**config.mk**
```make
export PLATFORM = sky130hd
export DESIGN_NAME = alex_relay_spi
export DESIGN_NICKNAME = d
export VERILOG_FILES = /design/src/rtl/alex_relay_spi.sv
export SDC_FILE = /design/constraint.sdc
export NUM_CORES = 1
export LEC_CHECK = 0
export ABC_AREA = 1
export BUFFER_PORTS_ARGS = -buffer_cell sky130_fd_sc_hd__buf_2
export CELL_PAD_IN_SITES_DETAIL_PLACEMENT = 0
export CELL_PAD_IN_SITES_GLOBAL_PLACEMENT = 1
export CORE_MARGIN = 2
export CORE_UTILIZATION = 30
export CTS_BUF_LIST = sky130_fd_sc_hd__clkbuf_8
export DETAILED_ROUTE_END_ITERATION = 8
export GPL_TIMING_DRIVEN = 1
export PLACE_DENSITY_LB_ADDON = 0.1
export SKIP_LAST_GASP = 1
export SYNTH_ARGS = -nofsm -noshare
export SYNTH_HDL_FRONTEND = slang
export SYNTH_SLANG_ARGS = --single-unit
export TNS_END_PERCENT = 50
```
**constraint.sdc**
```tcl
create_clock -name clock -period 2.7 [get_ports clock]
set_input_delay 0.27 -clock clock [delete_from_list [all_inputs] [get_ports clock]]
set_output_delay 0.27 -clock clock [all_outputs]
set_load 0.01 [all_outputs]
```
**src/rtl/alex_relay_spi.sv**
```systemverilog
// Serialises the Alex relay word (PTT, antenna, attenuator, LPF) onto the Alex SPI chain.
// Non-PTT changes must settle first; PTT changes and the post-reset reload shift out at once.
module alex_relay_spi #(
  parameter int CLK_DIV = 4,
  parameter int SETTLE  = 1024
) (
  input  logic       clock,
  input  logic       reset,
  input  logic [6:0] LPF,
  input  logic [1:0] atten,
  input  logic [1:0] ant,
  input  logic       ptt,
  output logic       SPI_data,
  output logic       SPI_clock,
  output logic       SPI_strobe,
  output logic       busy
);

  localparam logic [15:0] SETTLE_LAST = 16'(SETTLE - 1);
  localparam logic [7:0]  DIV_LAST    = 8'(CLK_DIV - 1);

  typedef enum logic [1:0] {S_IDLE, S_SETTLE, S_SHIFT, S_STROBE} state_t;

  state_t      r_state;
  logic [15:0] r_curWord;
  logic [15:0] r_prevWord;
  logic [15:0] r_loadedWord;
  logic [15:0] r_shiftReg;
  logic [15:0] r_settleCnt;
  logic [7:0]  r_divCnt;
  logic [3:0]  r_bitCnt;
  logic        r_half;
  logic        r_pending;
  logic        r_primed;
  logic        r_spiData;
  logic        r_spiClock;
  logic        r_spiStrobe;
  logic        r_busy;

  logic        w_pttChange;
  logic        w_backToLoaded;
  logic        w_divDone;
  logic        w_startShift;

  assign w_pttChange    = r_curWord[15] ^ r_loadedWord[15];
  assign w_backToLoaded = (r_curWord == r_loadedWord) && !r_pending;
  assign w_divDone      = (r_divCnt == DIV_LAST);

  // r_primed holds off the reset reload until r_curWord carries a real sample.
  always_ff @(posedge clock or posedge reset) begin
    if (reset) begin
      r_curWord  <= '0;
      r_prevWord <= '0;
      r_primed   <= 1'b0;
    end else begin
      r_curWord  <= {ptt, ant, atten, 4'b0000, LPF};
      r_prevWord <= r_curWord;
      r_primed   <= 1'b1;
    end
  end

  always_comb begin
    w_startShift = 1'b0;
    case (r_state)
      S_IDLE:   w_startShift = (r_pending && r_primed) || w_pttChange;
      S_SETTLE: w_startShift = w_pttChange ||
                               (!w_backToLoaded && (r_curWord == r_prevWord) &&
                                (r_settleCnt == SETTLE_LAST));
      default:  w_startShift = 1'b0;
    endcase
  end

  always_ff @(posedge clock or posedge reset) begin
    if (reset) begin
      r_state      <= S_IDLE;
      r_loadedWord <= '0;
      r_shiftReg   <= '0;
      r_settleCnt  <= '0;
      r_divCnt     <= '0;
      r_bitCnt     <= '0;
      r_half       <= 1'b0;
      r_pending    <= 1'b1;
      r_spiData    <= 1'b0;
      r_spiClock   <= 1'b0;
      r_spiStrobe  <= 1'b0;
      r_busy       <= 1'b0;
    end else if (w_startShift) begin
      r_state      <= S_SHIFT;
      r_shiftReg   <= r_curWord;
      r_loadedWord <= r_curWord;
      r_pending    <= 1'b0;
      r_bitCnt     <= 4'd15;
      r_divCnt     <= '0;
      r_half       <= 1'b0;
      r_spiData    <= r_curWord[15];
      r_spiClock   <= 1'b0;
      r_busy       <= 1'b1;
    end else begin
      case (r_state)
        S_IDLE: begin
          if (r_curWord != r_loadedWord) begin
            r_state     <= S_SETTLE;
            r_settleCnt <= '0;
            r_busy      <= 1'b1;
          end
        end
        S_SETTLE: begin
          if (w_backToLoaded) begin
            r_state <= S_IDLE;
            r_busy  <= 1'b0;
          end else if (r_curWord != r_prevWord) begin
            r_settleCnt <= '0;
          end else begin
            r_settleCnt <= r_settleCnt + 16'd1;
          end
        end
        // Data changes only on the falling SPI edge, so it is stable around each rise.
        S_SHIFT: begin
          if (!w_divDone) begin
            r_divCnt <= r_divCnt + 8'd1;
          end else begin
            r_divCnt <= '0;
            if (!r_half) begin
              r_half     <= 1'b1;
              r_spiClock <= 1'b1;
            end else begin
              r_half     <= 1'b0;
              r_spiClock <= 1'b0;
              r_shiftReg <= {r_shiftReg[14:0], 1'b0};
              if (r_bitCnt == 4'd0) begin
                r_state     <= S_STROBE;
                r_spiData   <= 1'b0;
                r_spiStrobe <= 1'b1;
              end else begin
                r_bitCnt  <= r_bitCnt - 4'd1;
                r_spiData <= r_shiftReg[14];
              end
            end
          end
        end
        S_STROBE: begin
          if (!w_divDone) begin
            r_divCnt <= r_divCnt + 8'd1;
          end else begin
            r_divCnt    <= '0;
            r_spiStrobe <= 1'b0;
            r_state     <= S_IDLE;
            r_busy      <= 1'b0;
          end
        end
        default: begin
          r_state <= S_IDLE;
          r_busy  <= 1'b0;
        end
      endcase
    end
  end

  assign SPI_data   = r_spiData;
  assign SPI_clock  = r_spiClock;
  assign SPI_strobe = r_spiStrobe;
  assign busy       = r_busy;

endmodule

```
==> flow_summary_export.csv <==
group,metric,value,unit
outcome,status,"complete, no violations",
power,power_density,848,nW/um2
cts,ctsHtreeMaxLevel,3,
final_layout,area_growth_syn_to_layout,12.8,%
grt,track_usage,0.146,
power,power_frac_comb,0.389,
synthesis,yosysMostFrequentCell,"nand2_1",
cts,numCtsBuffers,9,
power,power_frac_clock,0.202,
synthesis,synthDistinctLibCells,39,
synthesis,syn_nets,590,
synthesis,synth_seq_cells,87,
critical_path,worstPathArrival,2.61,ns
grt,grt_pass1_wl,18800,um
drt,detail-route-antenna-nets,0,
final_layout,nets,621,
sta,worst_pin_slew,0.807,ns
floorplan,die_h,128,um
power,p_leak,2.53,nW
critical_path,path_class,"flip-flop to flip-flop",
sta,slew_violations,0,
power,p_int,0.00257,W
floorplan,start_util,0.305,
sta,finalHoldViolCount,0,
power,p_seq_frac,0.409,
grt,grt_overflow_total,0,
floorplan,rows,45,
synthesis,ys_warn_count,0,
synthesis,synthArstFlopShare,1.00,
drt,wl,11000,um
drt,via_per_inst,4.62,
cts,cts_sinks,87,
critical_path,r2r-end,"r_shiftReg[11]",
sta,fin_crit_sh,0.875,
power,vdd_drop_max,0.419,mV
drt,drtIter0Drc,204,
drt,drcViolationCount,0,
sta,finalSetupTns,0,ns
drt,routed-via-count,3674,
cts,cts_tree,"built",
cts,post_cts_buffers,0,
critical_path,reg2reg_slack,0.34,ns
synthesis,synth.top_cells.by_area,"dfrtp_1 47%, nand2_1 15%, inv_1 4.6%",
synthesis,syn_inst,573,
final_layout,diodes,0,
grt,antenna_found_initial,0,
power,switching_power,0.00185,W
drt,first_pass_iters,4,
critical_path,end_kind,"flip-flop",
floorplan,dieArea,16400,um2
final_layout,final_core_util,0.344,
sta,clock_skew,0.0131,ns
grt,first_global_vias,3576,
flow_run,drv_cap,0,
synthesis,postSynthAreaPerCell,8.06,um2
synthesis,synthFlopType,"dfrtp_1",
sta,finalSetupViolCount,0,
placed_design,port_buffers,17,
critical_path,required,2.95,ns
floorplan,die_w,128,um
critical_path,reg2reg_depth,15,
synthesis,yosys-top-cells-count,"184 x nand2_1, 86 x dfrtp_1, 56 x inv_1",
min_path,hold_class,"input pin to async pin",
sta,maxSlewHeadroom,0.462,
synthesis,yosysTopAreaCell,"dfrtp_1",
placed_design,hpwlAfterDp,7450,um
synthesis,synth-edff-count,0,
sta,max_freq,0.423,GHz
synthesis,netlist_area,4620,um2
floorplan,core,15100,um2
critical_path,cp-start-kind,"flip-flop",
cts,clock_path_buffers,2,
drt,wl_per_cell,13.8,um
grt,grt_max_degree,65,
critical_path,crit_fanout,25,
floorplan,io_pins,18,
sta,fin_crit,2.36,ns
critical_path,reg2reg_from,"r_settleCnt[0]",
synthesis,ys_seq_area_frac,0.472,
placed_design,routabilityCongestion,0.756,
final_layout,drive_gt1_frac,0.158,
cts,cts_root_buffer,"clkbuf_8",
cts,clkTransAtPathRegs,0.09,ns
cts,clk_latency,0.37,ns
power,swShare,0.419,
sta,rsz0062_at_grt,"no",
synthesis,synth.top_cell.area_share,0.466,
registers in the layout (all words and copies together), names as in the netlist, 2 cells and up:
register      cells
r_loadedWord     12
r_state           2
r_divCnt          8
r_curWord        12
r_settleCnt      16
r_shiftReg       15
r_bitCnt          4
r_prevWord       12
worst max path at each step:
| stage | start | to | slack [ns] | depth (start not counted) |
|---|---|---|---|---|
| 2_1_floorplan | reset | SPI_clock | 0.18 | 1 |
| 3_3_place_gp | r_settleCnt[0] | r_shiftReg[9] | 0.39 | 14 |
| 3_5_place_dp | r_settleCnt[0] | r_shiftReg[9] | 0.32 | 14 |
| 4_1_cts | r_settleCnt[0] | r_shiftReg[10] | 0.28 | 14 |
| 5_1_grt | r_settleCnt[0] | r_shiftReg[5] | 0.04 | 15 |
| 6_report | r_settleCnt[0] | r_shiftReg[11] | 0.34 | 15 |
metrics by stage:
step	instances	hold slack, ns	instance area [um2]	worst slack [ns]	power (W)
global route	796	0.453	5210	0.0439	0.00483
CTS	796	0.437	5210	0.276	0.00451
detailed placement	768	0.309	4900	0.322	0.00356
floorplan	573	0.301	4620	0.181	0.00315
finish	796	0.440	5210	0.337	0.00442
global placement	768	0.305	4900	0.391	0.00356
worst max-delay path: stages, from the launching register on:
cell	delay (ns)
dfrtp_1	0.44
ha_1	0.22
nand2_1	0.12
nor2_4	0.19
nand3_1	0.11
nor2_2	0.15
inv_2	0.06
nor2_4	0.11
nand2_4	0.08
nand2_4	0.07
nand2_4	0.18
buf_4	0.27
nand2_1	0.07
nand2_1	0.05
nand2_1	0.07
nand2_1	0.06
placed cells by master, fill, tap and decap left out, drive strengths merged:
cell / instances
a21o: 1
a21oi: 7
a22oi: 1
a31oi: 2
and3: 1
buf: 26
bufinv: 1
clkbuf: 9
clkinv: 3
clkinvlp: 2
conb: 1
dfrtp: 86
dfstp: 1
dlygate4sd3: 13
ha: 3
inv: 67
nand2: 201
nand3: 41
nand3b: 2
nand4: 8
nor2: 51
nor3: 5
nor4: 1
o2111ai: 1
o21ai: 34
o311ai: 15
o31ai: 1
or2: 3
xnor2: 9
xor2: 12
kinds of logic (layout without fill, tap and decap cells):
kind of cell               Yosys count  count (layout)  share of synthesized area
AOI/OAI and AO/OA                   62              62                      0.101
xor gates and xnor gates            21              21                     0.0398
adders and majority gates            3               3                    0.00813
buffers and inverters               86             121                     0.0810
DFF                                 87              87                      0.472
other                                1               1                   0.000812
and+or+nand+nor                    313             313                      0.298
power groups by stage:
stage,Sequential (W),Combinational [W],Clock [W]
finish,0.00181,0.00172,0.000890
global route,0.00185,0.00199,0.000996
CTS,0.00181,0.00175,0.000944
detailed placement,0.00184,0.00173,0
global placement,0.00184,0.00173,0
floorplan,0.00179,0.00136,0
routing by layer:
layer | global-route usage | share of wire
met1 | 0.210 | 0.51
met2 | 0.221 | 0.46
met3 | 0.0376 | 0.023
met4 | 0.0375 | 0.011
met5 | 0 | 0
timing repair:
action	4_1_cts	5_1_grt
gates resized for setup	0	1
hold buffers	13	0
setup endpoints to repair	0	1
endpoints found under the hold margin	35	0
final cells by class:
cell class / instances / area, um2
well taps: 188 / 235
flip-flops and latches: 87 / 2180
multi-input cells: 400 / 2060
clock inverters: 6 / 56.3
clock buffers: 9 / 124
inverters: 67 / 254
repair buffers: 39 / 295
fillers: 1606 / 9940
Note: power is estimated with default switching activity, not from simulation.
